`config.mk`:
```
export PLATFORM = sky130hd
export DESIGN_NAME = sdram_wr_burst_feeder
export DESIGN_NICKNAME = d
export VERILOG_FILES = /design/src/rtl/sdram_wr_burst_feeder.sv
export SDC_FILE = /design/constraint.sdc
export NUM_CORES = 1
export LEC_CHECK = 0
export CORE_ASPECT_RATIO = 0.9
export CORE_UTILIZATION = 30
export DETAILED_ROUTE_END_ITERATION = 10
export GPL_ROUTABILITY_DRIVEN = 0
export PLACE_DENSITY = 0.42
export SLEW_MARGIN = 20
export SYNTH_ARGS = -nofsm -noshare
export SYNTH_HDL_FRONTEND = slang
export SYNTH_SLANG_ARGS = --single-unit
```
`constraint.sdc`:
```
create_clock -name Sys_clk -period 4.1 [get_ports Sys_clk]
set_input_delay 0.82 -clock Sys_clk [delete_from_list [all_inputs] [get_ports Sys_clk]]
set_output_delay 0.82 -clock Sys_clk [all_outputs]
set_load 0.05 [all_outputs]
```
`src/rtl/sdram_wr_burst_feeder.sv`:
```
// sdram_wr_burst_feeder: packs pixel bytes into 16-bit words, buffers them in a FIFO
// and issues fixed-length burst write requests with bank/row/column addresses.
module sdram_wr_burst_feeder #(
    parameter int BURST_LEN   = 8,
    parameter int FIFO_DEPTH  = 64,
    parameter int FRAME_WORDS = 153600,
    parameter int COL_W       = 9,
    parameter int ROW_W       = 12
) (
    input  logic                          Sys_clk,
    input  logic                          Rst_n,
    input  logic                          Init_done,
    input  logic                          Sof,
    input  logic                          Din_vld,
    input  logic [7:0]                    Din,
    output logic                          Wr_req,
    input  logic                          Wr_ack,
    output logic [1:0]                    Wr_bank,
    output logic [ROW_W-1:0]              Wr_row,
    output logic [COL_W-1:0]              Wr_col,
    input  logic                          Wr_data_en,
    output logic [15:0]                   Wr_data,
    output logic [$clog2(FIFO_DEPTH):0]   Fifo_level,
    output logic                          Ovf
);
    localparam int AW = $clog2(FIFO_DEPTH);
    localparam int LW = AW + 1;
    localparam int CW = $clog2(BURST_LEN) + 1;
    localparam int LA = COL_W + ROW_W + 2;

    typedef enum logic [1:0] {IDLE, REQ, DATA} state_t;

    state_t          state, state_nxt;
    logic [15:0]     mem [FIFO_DEPTH];
    logic [AW-1:0]   wr_ptr, rd_ptr;
    logic [CW-1:0]   pop_cnt;
    logic [LA-1:0]   lin_addr, addr_q;
    logic [7:0]      lo_byte;
    logic            phase, sof_pend;
    logic            start, pop, done, sof_now, sof_hit, clr, take, push, full, wr_ok;

    assign Wr_req = state == REQ;
    assign {Wr_bank, Wr_row, Wr_col} = addr_q;

    // A Sof outside IDLE (now or earlier) blocks input and is applied when the burst ends
    always_comb begin
        full      = Fifo_level == LW'(FIFO_DEPTH);
        start     = state == IDLE && Init_done && !Sof && Fifo_level >= LW'(BURST_LEN);
        pop       = state == DATA && Wr_data_en;
        done      = pop && pop_cnt == CW'(BURST_LEN - 1);
        sof_now   = state == IDLE && Sof;
        sof_hit   = sof_pend || (Sof && state != IDLE);
        clr       = sof_now || (done && sof_hit);
        take      = Din_vld && !sof_hit;
        push      = take && phase && !sof_now;
        wr_ok     = push && (!full || pop);
        state_nxt = start ? REQ : (state == REQ && Wr_ack) ? DATA : done ? IDLE : state;
    end

    always_ff @(posedge Sys_clk) begin
        if (!Rst_n)
            state <= IDLE;
        else
            state <= state_nxt;
    end

    always_ff @(posedge Sys_clk) begin
        if (wr_ok)
            mem[wr_ptr] <= {Din, lo_byte};
    end

    always_ff @(posedge Sys_clk) begin
        if (!Rst_n) begin
            wr_ptr     <= '0;
            rd_ptr     <= '0;
            Fifo_level <= '0;
            pop_cnt    <= '0;
            lin_addr   <= '0;
            addr_q     <= '0;
            lo_byte    <= '0;
            phase      <= 1'b0;
            sof_pend   <= 1'b0;
            Wr_data    <= '0;
            Ovf        <= 1'b0;
        end else begin
            sof_pend <= done ? 1'b0 : sof_hit;
            if (start)
                addr_q <= lin_addr;
            if (pop) begin
                Wr_data <= mem[rd_ptr];
                pop_cnt <= done ? '0 : pop_cnt + CW'(1);
            end
            if (clr) begin
                lin_addr   <= '0;
                phase      <= sof_now && Din_vld;
                lo_byte    <= Din;
                wr_ptr     <= '0;
                rd_ptr     <= '0;
                Fifo_level <= '0;
            end else begin
                if (done)
                    lin_addr <= lin_addr == LA'(FRAME_WORDS - BURST_LEN) ? '0 : lin_addr + LA'(BURST_LEN);
                if (take) begin
                    phase <= !phase;
                    if (!phase)
                        lo_byte <= Din;
                end
                if (wr_ok)
                    wr_ptr <= wr_ptr + AW'(1);
                if (pop)
                    rd_ptr <= rd_ptr + AW'(1);
                Fifo_level <= Fifo_level + LW'(wr_ok) - LW'(pop);
                if (push && !wr_ok)
                    Ovf <= 1'b1;
            end
        end
    end
endmodule
```
; Yosys cells after proc, flatten, opt, wreduce, memory -nomap -nowiden
; Memories as Yosys holds them, arrays and structs flattened. A register that Yosys moved wholly into a read port is not among the register bits.
; Index checks and enable logic that the tools add are counted.
; W data, S select, Z words.
[totals]
regBits = 82
ram_bits = 1024
inputBits = 15
out_inout_bits = 48
elab_cells = 75
mem_count = 1
[mem_list]
columns = name, words, word_bits, read_ports, rd_clocked_by_memory_dff, write_ports, line
row1 = mem, 64, 16, 1, 1, 1, 34  ; logic [15:0] mem [FIFO_DEPTH];
[op_classes]
addsub = 6
n_lt_le_gt_ge = 1
eq_ne = 6
muxes = 12
n_bitwise = 2
reduce_logical = 35
[op_table]
columns = cell, n
row1 = $mux W8, 3
row2 = $add A23 B4 Y23 const B, 1
row3 = $eq A23 B18 Y1 const B, 1
row4 = $mux W23, 1
row5 = $logic_and A1 B1 Y1, 15
row6 = $add A6 B1 Y6 const B, 2
row7 = $add A7 B1 Y7, 1
row8 = $eq A7 B7 Y1 const B, 1
row9 = $ge A7 B4 Y1 const B, 1
row10 = $logic_not A1 Y1, 7
row11 = $sub A7 B1 Y7, 1
row12 = $reduce_bool A2 Y1, 3
row13 = $reduce_or A2 Y1, 3
row14 = $mux W1, 5
row15 = $add A4 B1 Y4 const B, 1
row16 = $eq A4 B3 Y1 const B, 1
row17 = $mux W2, 2
row18 = $mux W4, 1
row19 = $reduce_and A2 Y1, 2
row20 = $logic_or A1 B1 Y1, 3
row21 = $reduce_bool A3 Y1, 1
row22 = $eq A2 B1 Y1 const B, 1
row23 = $eq A2 B2 Y1 const B, 1
row24 = $logic_not A2 Y1, 1
row25 = 2 further kinds, 3

; Depth between registers and ports, before layout
; Gate-level depths: netlist (run 1).
[logic_depth]
depth_word = 11
mapped_depth = 15
mapped_depth_nobuf = 15

; Least setup slack after synthesis (run 1)
; Ideal clock, no wire load.
[synth_path]
kind = input-to-reg
startpoint = input Sof
endpoint = memory mem[59][0] (enable)
setup_time_ns = 0.389
arrival_ns = 2.708
required_ns = 3.711
path_slack_ns = 1.004
stages = 6
n_path_buf = 1
path_cell_list = buf_2 nor3_1 o21ai_0 nor2_1 nand3_1 nor2_1
[synth_via]
elab_chain_cells = 9
word_cells_on_any_way = 11
classes_between = 2 x mux / 9 x reduce/logical
[synth_rtl]
columns = item, line
row1 = "start, declared", 13  ; input logic Sof,
row2 = $logic_and A1 B1 Y1, 52  ; sof_hit = sof_pend || (Sof && state != IDLE);
row3 = $logic_or A1 B1 Y1, 52
row4 = $logic_not A1 Y1, 54  ; take = Din_vld && !sof_hit;
row5 = $logic_and A1 B1 Y1, 54
row6 = $logic_and A1 B1 Y1, 55  ; push = take && phase && !sof_now;
row7 = $logic_and A1 B1 Y1 (*), 55
row8 = $logic_and A1 B1 Y1 (*), 56  ; wr_ok = push && (!full || pop);
row9 = $mux W1 (*), 68  ; if (wr_ok)
row10 = $mux W1 (not written as such) (*), 69  ; mem[wr_ptr] <= {Din, lo_byte};
row11 = "end, declared", 34
; Every way passes the cells marked *; elsewhere a longest branch is shown, timed or not.

; Worst setup path in the final report (run 1)
[layout_path]
startpoint = input Sof
endpoint = memory mem[5][15] (enable)
; The elaborated chain is that of the path after synthesis.

==> results.toml, run 1 <==
[routing]
wl_per_cell_um = 27.04
drt_iter0_markers = 1825
firstDrtPassIters = 5
vias = 21890
ant_nets = 0
remaining_drc_errors = 0
drt_wl_total_um = 121500
via_per_inst = 4.870

[power]
switchingPower_uw = 4849
seq_power_share = 0.538
combPwrFrac = 0.013
p_leak_uw = 0.01542
ir_worst_vdd_mv = 0.3421
p_int_uw = 18490
powerDensity_nw_per_um2 = 458.9
swShare = 0.2078
power_frac_clock = 0.449

[cts]
clk_pin_slew_ns = 0.06
cts.hold.buffers_added = 0
cts_resized = 0
root_buffer = "clkbuf_16"
cts_sinks = 1116
clockBufferDepth = 3
numCtsBuffers = 117
cts_htree_levels = 3
cts_tree = "done"
post-cts-setup-buffer-count = 0
insertion_delay_ns = 0.74

[worst_setup_path]
timing.rr.start = "rd_ptr[1]$_SDFFE_PP0P_"
cp-end-kind = "register"
cp_num_cells = 9
startpoint_type = "primary input"
cp_slowest_cell = "nand2_1"
crit_path_start = "Sof"
worstPathMaxFanout = 16
arrival_ns = 3.49
worstPathCellList = "clkdlybuf4s50_1 -> buf_4 -> nand4bb_1 -> a311oi_2 -> buf_4 -> nand2_1 -> buf_4 -> nor2_1 -> buf_4"
crit_buf_inv = 5
crit_required_ns = 4.49
cpMostUsedCell = "buf_4"
max_stage_delay_ns = 0.54
path_delay_family = "buffers and inverters"
reg2reg_depth = 8
setup.worst_path.class = "in2reg"

[placement]
dp_slack_ns = 0.2062
io_buffers = 59
dp_hpwl_um = 75980

[timing]
setup_viol_count_final = 0
finClkSkew_ns = 0.04197
setup-tns-final_ns = 0
slew_headroom = 0.3032
timing.fmax_mhz = 322.2
worst_slew_pin_slew_ns = 1.045
hold_viol = 0
worst_slack_ns = 0.9964
min_period_ns = 3.104
final_max_slew_viol_count = 0
fin_crit_sh = 0.7570
rsz0062_at_grt = "no"

[synth]
synth_edf_count = 1024
syn-cell-area_um2 = 43510
ys_async_sr_fraction = 0
ys_types = 63
synth_seq_cells = 1116
synth_ff_type = "edfxtp_1"
yosys_warnings = 0
synth_cells = 2258
seq_area_frac_synth = 0.7490
avgSynthCellArea_um2 = 19.27

[finish]
syn2layout_area_growth_pct = 16.87
drive_gt1_frac = 0.2251
final_nets = 2480

[floorplan]
core_area_um2 = 143900
initial_core_util = 0.3025
io_pins = 63
row_count = 132
die_w_um = 403.4
dieArea_um2 = 146600
die_h_um = 363.3

[global_route]
grtUsageTotal = 0.1668
antenna_found_initial = 3
grt_max_degree = 66
grt_pass1_vias = 22700
grt_overflow = 0
grt_pass1_wl_um = 173100

[min_path]
min_path_cells = 2
min-delay-start = "pop_cnt[3]$_SDFFE_PN0P_"
hold_path_class = "reg2reg"

[outcome]
status = "completed"

[run]
drv_cap = 0
Yosys cell counts, types with 17 or more instances:
master       n  area share
a21oi_1     47      0.0054
nand2_1     70      0.0060
mux2i_1    193       0.044
nand3_1     26      0.0030
buf_2       47      0.0054
clkbuf_1    36      0.0031
nor2b_1     37      0.0053
o21ai_0     42      0.0048
dfxtp_1     92       0.042
buf_4       29      0.0050
mux2_2      25      0.0065
mux4_2     190       0.098
xor2_1      18      0.0036
nor2_1     119       0.010
edfxtp_1  1024        0.71
inv_1       17      0.0015
o221ai_1    22      0.0044
logic make-up after synthesis:
| family | share of synthesized area |
|---|---|
| flops | 0.7490 |
| mux | 0.1522 |
| simple gates | 0.03275 |
| compound gates | 0.03617 |
| buf+inv | 0.01803 |
| xor+xnor | 0.006643 |
| fa+ha+maj | 0.005061 |
| other cells | 0.00008618 |
flip-flops by register name, indices dropped and copies added (netlist names):
register,count
Fifo_level,7
Ovf,1
Wr_data,16
addr_q,20
lin_addr,20
lo_byte,8
mem,1024
phase,1
pop_cnt,4
rd_ptr,6
sof_pend,1
state,2
wr_ptr,6
path summary, 6_finish.rpt:
kind / slack, ns / to
max: 1.0 / mem[5][15]$_DFFE_PP_
min reg2reg: 0.48 / pop_cnt[3]$_SDFFE_PN0P_
max reg2reg: 1.03 / Wr_data[12]$_SDFFE_PN0P_
min: 0.48 / pop_cnt[3]$_SDFFE_PN0P_
per-layer routing:
metal / vias to the layer above / global-route usage / routed length, um
li1: 9555 / - / -
met5: - / 0 / 0
met1: 11650 / 0.2377 / 56160
met2: 529 / 0.2583 / 55350
met3: 159 / 0.03637 / 7545
met4: 0 / 0.04093 / 2472
final cells by class:
cell class                 count  area (um^2)
fill                       13350        93000
sequential                  1116        32620
multi-input combinational    996        10190
clock buffer                 151         3178
tap                         1943         2431
timing repair buffer         200         1752
clock inverter                70        610.6
inverter                      17        63.81
antenna                        2        5.005
tightest hold or removal path, delay by kind of cell (launching register included):
family	cells	cell delay [ns]
and+or+nand+nor	1	0.05
AOI/OAI and AO/OA	1	0.07
DFF	1	0.31
per-stage QoR:
stage / power, uW / utilization / std cells / instance area (um^2) / hold WS [ns]
final: 23330 / 0.3535 / 4495 / 50850 / 0.4809
after floorplan: 12840 / - / 2260 / 43520 / 0.4479
after CTS: 23650 / 0.3535 / 4493 / 50850 / 0.4831
after detailed placement: 13120 / 0.3271 / 4272 / 47060 / 0.4731
after global placement: 13110 / 0.3271 / 4272 / 47060 / 0.4558
after global routing: 24070 / 0.3535 / 4493 / 50850 / 0.5117
placed cells by master (no fill, tap or decap), drive strengths merged, types with 11 or more instances in the layout:
master and instances:
buf 149, clkdlybuf4s50 51, clkbuf 151, mux2 25, a32oi 16, edfxtp 1024, clkinv 55, a221oi 14
xor2 18, a21oi 48, nand3 27, dfxtp 92, a22oi 16, a211oi 16, o211ai 11, ha 16
o21ai 47, xnor2 15, o221ai 22, nand2 70, mux2i 193, o22ai 16, mux4 195, nor2 119
nor2b 37, inv 21
power by group through the flow:
stage               Combinational (uW)  Clock [uW]  Sequential [uW]
global placement                   302           0            12800
CTS                                310       10800            12600
finish                             299       10500            12600
detailed placement                 311           0            12800
global route                       323       11200            12600
floorplan                         67.4           0            12800
Note: power is estimated with default switching activity, not from simulation.
==> run 2: changes to the inputs <==
Settings changed: PLACE_DENSITY 0.42 to 0.44.
Clock period 4.1 ns to 2.7 ns, I/O delays scaled along.
==> results.toml, run 2 (synthesized netlist as in run 1, its figures left out) <==
[finish]
regMostFlops = "mem"
layout.cells.non_filler = 4601
final_nets = 2588
stdcell_area_um2 = 53050
syn2layout_area_growth_pct = 21.91
reg_top3 = "mem (1024), addr_q (20), lin_addr (20)"
drive_gt1_frac = 0.2766
layout_common_cells = "edfxtp_1, mux2i_1, mux4_2"
largest_reg_flops = 1024
layout_commonest_cell = "edfxtp_1"

[worst_setup_path]
arrival_ns = 3.27
r2r_setup_slack_ns = 0.05
worstPathMaxFanout = 12
timing.rr.start = "rd_ptr[1]$_SDFFE_PP0P_"
reg2reg_depth = 7
startpoint_type = "register"
cp-end-kind = "register"
setup.worst_path.class = "reg2reg"
reg2reg_to = "Wr_data[15]$_SDFFE_PN0P_"
crit_required_ns = 3.33

[routing]
drt_wl_total_um = 119800
remaining_drc_errors = 0
ant_nets = 0
via_per_inst = 4.877
firstDrtPassIters = 7
vias = 22440
drt_iter0_markers = 2128
wl_per_cell_um = 26.04

[timing]
worst_slew_pin_slew_ns = 0.9552
min_period_ns = 2.647
timing.fmax_mhz = 377.8
slew_headroom = 0.3632
rsz0062_at_grt = "no"
fin_crit_sh = 0.9805
hold_viol = 0
final_max_slew_viol_count = 0
setup_viol_count_final = 0
finClkSkew_ns = 0.02553

[cts]
cts_htree_levels = 3
post-cts-setup-buffer-count = 0
clockBufferDepth = 3
cts_sinks = 1116
cts_tree = "done"
clk_pin_slew_ns = 0.06
insertion_delay_ns = 0.74
cts.hold.buffers_added = 0
root_buffer = "clkbuf_16"
numCtsBuffers = 119

[power]
switchingPower_uw = 7418
combPwrFrac = 0.016
ir_worst_vdd_mv = 0.5210
p_leak_uw = 0.01639
swShare = 0.2039
p_int_uw = 28970
powerDensity_nw_per_um2 = 685.9
power_frac_clock = 0.462
seq_power_share = 0.522

[global_route]
grtUsageTotal = 0.1630
grt_pass1_wl_um = 170200
grt_max_degree = 66
grt_overflow = 0
grt_pass1_vias = 23140
antenna_found_initial = 7

[min_path]
min_path_cells = 3
min-delay-start = "Din[2]"
hold_path_class = "in2reg"
hold-path-endpoint = "lo_byte[2]$_SDFFE_PN0P_"

[placement]
dpl_cell_area_um2 = 49010
dp_hpwl_um = 77670
io_buffers = 59
placed_cells = 4378

[floorplan]
core_area_um2 = 143900
io_pins = 63
die_w_um = 403.4
die_h_um = 363.3
row_count = 132
dieArea_um2 = 146600
initial_core_util = 0.3025

[outcome]
status = "completed"

[run]
drv_cap = 0
## run 2: cell types whose count changed in the layout (fill, tap and decap cells not counted), sizes merged
cell,previous run,this run
buf,149,255
clkdlybuf4s50,51,37
dlygate4sd2,0,14
clkbuf,151,139
bufinv,8,18
clkinvlp,3,12
clkinv,55,49
diode,2,1
## run 2: how the worst max path moves through the flow
stage	from	endpoint	cells after the start
after floorplan	Fifo_level[4]$_SDFF_PP0_	mem[11][0]$_DFFE_PP_	8
after global placement	Din_vld	Fifo_level[6]$_SDFF_PP0_	15
after detailed placement	Din_vld	Fifo_level[6]$_SDFF_PP0_	15
after CTS	Fifo_level[1]$_SDFF_PP0_	Fifo_level[1]	1
after global routing	Fifo_level[1]$_SDFF_PP0_	Fifo_level[1]	1
final	rd_ptr[1]$_SDFFE_PP0P_	Wr_data[15]$_SDFFE_PN0P_	7
## run 2: worst max-delay path, stage by stage (launching register included)
cell	delay (ns)
dfxtp_4	0.50
buf_4	0.31
buf_4	0.27
mux4_2	0.32
mux2i_1	0.45
o211ai_1	0.29
a32oi_1	0.29
nand2_1	0.07
## run 2: routing by layer
| layer | global-route usage | part of all wire |
|---|---|---|
| met5 | 0 | 0.00011 |
| met2 | 0.2568 | 0.46 |
| met4 | 0.04279 | 0.024 |
| met3 | 0.03712 | 0.063 |
| met1 | 0.2265 | 0.45 |
## run 2: timing repair
item	in CTS	in global routing
endpoints found under the setup margin	14	4
gates resized for setup	14	5
cloned	0	0
pin swaps	0	2
## run 2: stage by stage
stage	utilization	setup slack [ns]	TNS [ns]	hold slack, ns	power [uW]
finish	0.3688	0.05278	0	0.2245	36390
global route	0.3687	0.003217	0	0.1998	37420
CTS	0.3686	0.009932	0	0.1657	36820
detailed placement	0.3407	-0.3830	-163.36	0.4916	19980
global placement	0.3407	-0.4779	-161.89	0.4642	19960
floorplan	-	-0.08379	-30.70	0.4479	19500
## run 2: layout make-up
type,instances,area [um^2]
diodes,1,2.502
well taps,1943,2431
inverters,17,63.81
flip-flops and latches,1116,32620
clock buffers,139,3093
multi-input cells,996,10290
clock inverters,83,939.7
repair buffers,306,3601
fillers,13200,90810
## run 2: power by group through the flow
stage / logic, uW / registers, uW / clock network, uW
3_3_place_gp: 601 / 19400 / 0
6_report: 597 / 19000 / 16800
5_1_grt: 640 / 19000 / 17800
2_1_floorplan: 103 / 19400 / 0
3_5_place_dp: 617 / 19400 / 0
4_1_cts: 617 / 19000 / 17200
==> run 3: changes to the inputs <==
Settings changed: CORE_MARGIN set to 1, DONT_BUFFER_PORTS set to 1, PLACE_DENSITY 0.44 to 0.43.
==> results.toml, run 3 (synthesized netlist as in run 1, its figures left out) <==
[finish]
layout_commonest_cell = "edfxtp_1"
layout.cells.non_filler = 4555
register_area_um2 = 32620
drive_gt1_frac = 0.2806
utilization = 0.3682
multi_input_area_um2 = 10320
largest_reg_flops = 1024
syn2layout_area_growth_pct = 21.72
layout_common_cells = "edfxtp_1, mux2i_1, mux4_2"
reg_top3 = "mem (1024), addr_q (20), lin_addr (20)"
final_nets = 2537
fill_cells = 13180
regMostFlops = "mem"

[power]
powerDensity_nw_per_um2 = 706.7
switchingPower_uw = 7569
finalPower_uw = 37430
combPwrFrac = 0.014
seq_power_share = 0.508
p_leak_uw = 0.01629
power_frac_clock = 0.478
ir_worst_vdd_mv = 0.4627
p_int_uw = 29860
swShare = 0.2022

[routing]
m1WireLength_um = 55660
drt_iter0_markers = 1854
firstDrtPassIters = 5
ant_nets = 0
wl_met2_um = 54990
wl_per_cell_um = 26.38
drt_wl_total_um = 120200
vias = 22180
top_layer = "met5"
remaining_drc_errors = 0
via_per_inst = 4.868
wl_met3_um = 7346

[outcome]
status = "completed"

[worst_setup_path]
crit_required_ns = 3.32
crit_path_start = "rd_ptr[0]$_SDFFE_PP0P_"
max_stage_delay_ns = 0.57
startpoint_type = "register"
timing.rr.start = "rd_ptr[0]$_SDFFE_PP0P_"
cp_slowest_cell = "mux4_2"
path_delay_family = "compound AO/OA/AOI/OAI gates"
arrival_ns = 3.24
cp-end-kind = "register"
crit_buf_inv = 1
worstPathMaxFanout = 34
setup.worst_path.class = "reg2reg"
worstPathCellList = "buf_12 -> mux4_2 -> mux2i_2 -> o211ai_1 -> a32oi_2 -> nand2_1"

[min_path]
hold_path_class = "in2reg"
min-delay-start = "Wr_ack"

[placement]
dp_hpwl_um = 73750
dp_slack_ns = -0.1163
placed_cells = 4300
io_buffers = 0

[cts]
clockBufferDepth = 3
insertion_delay_ns = 0.75
root_buffer = "clkbuf_16"
numCtsBuffers = 130
cts_sinks = 1116
clk_pin_slew_ns = 0.06
cts_htree_levels = 4
cts_tree = "done"

[global_route]
grt_max_degree = 66
grtUsageTotal = 0.1657
grt_pass1_wl_um = 172000
grt_overflow = 0
grt_pass1_vias = 22960
antenna_found_initial = 9

[timing]
setup_viol_count_final = 0
final_max_slew_viol_count = 0
hold_viol = 0
worst_slew_pin_slew_ns = 0.8710
setup-tns-final_ns = 0
min_period_ns = 2.617
timing.fmax_mhz = 382.1
worst_slack_ns = 0.08290
rsz0062_at_grt = "no"
finClkSkew_ns = 0.01966
slew_headroom = 0.4194
fin_crit_sh = 0.9693

[floorplan]
core_area_um2 = 143900
io_pins = 63
initial_core_util = 0.3025
dieArea_um2 = 146600
die_h_um = 363.3
row_count = 132
die_w_um = 403.4

[run]
drv_cap = 0
-- run 3: final timing paths --
path                            slack, ns                  endpoint  cells after the start
worst min-delay path                 0.06     state[0]$_SDFFE_PN0P_                      3
worst min register to register       0.50   pop_cnt[1]$_SDFFE_PN0P_                      2
worst max-delay path                 0.08  Wr_data[11]$_SDFFE_PN0P_                      6
worst max register to register       0.08  Wr_data[11]$_SDFFE_PN0P_                      6
-- run 3: timing repair --
action / in CTS / in global routing
resized for setup: 2 / 11
setup buffers: 0 / 1
hold buffers: 14 / 0
endpoints found under the hold margin: 551 / 0
endpoints found under the setup margin: 1 / 2
pin swaps: 1 / 3
-- run 3: final cells by class --
type,instances,share of cell area
timing repair buffer,244,0.05972
antenna,3,0.0001417
clock buffer,157,0.06532
inverter,17,0.001205
multi-input combinational,996,0.1949
clock inverter,79,0.01682
tap,1943,0.04590
sequential,1116,0.6160
-- run 3: worst reg2reg max path, cell delays in order, from the launching register on --
cell and delay (ns):
dfxtp_4 0.39, buf_12 0.26, mux4_2 0.64, mux2i_2 0.27, o211ai_1 0.42, a32oi_2 0.44
nand2_1 0.08
-- run 3: metrics by stage --
stage | hold WS, ns | area [um^2]
floorplan | 0.4479 | 43640
global placement | 0.4599 | 48260
detailed placement | 0.4867 | 48260
CTS | 0.001923 | 52910
global route | 0.04891 | 52950
finish | 0.06182 | 52960
-- run 3: power groups by stage --
stage / sequential, uW / clock (uW) / combinational, uW
after global placement: 19400 / 0 / 312
after CTS: 19000 / 18300 / 541
after floorplan: 19400 / 0 / 103
after detailed placement: 19400 / 0 / 323
after global routing: 19000 / 19000 / 570
final: 19000 / 17900 / 531
-- run 3: layer usage --
layer  track usage  vias to the layer above
li1              -                     9677
met1        0.2324                    11880
met2        0.2567                      492
met3       0.04064                      126
met4       0.04212                        2
met5             0                        -
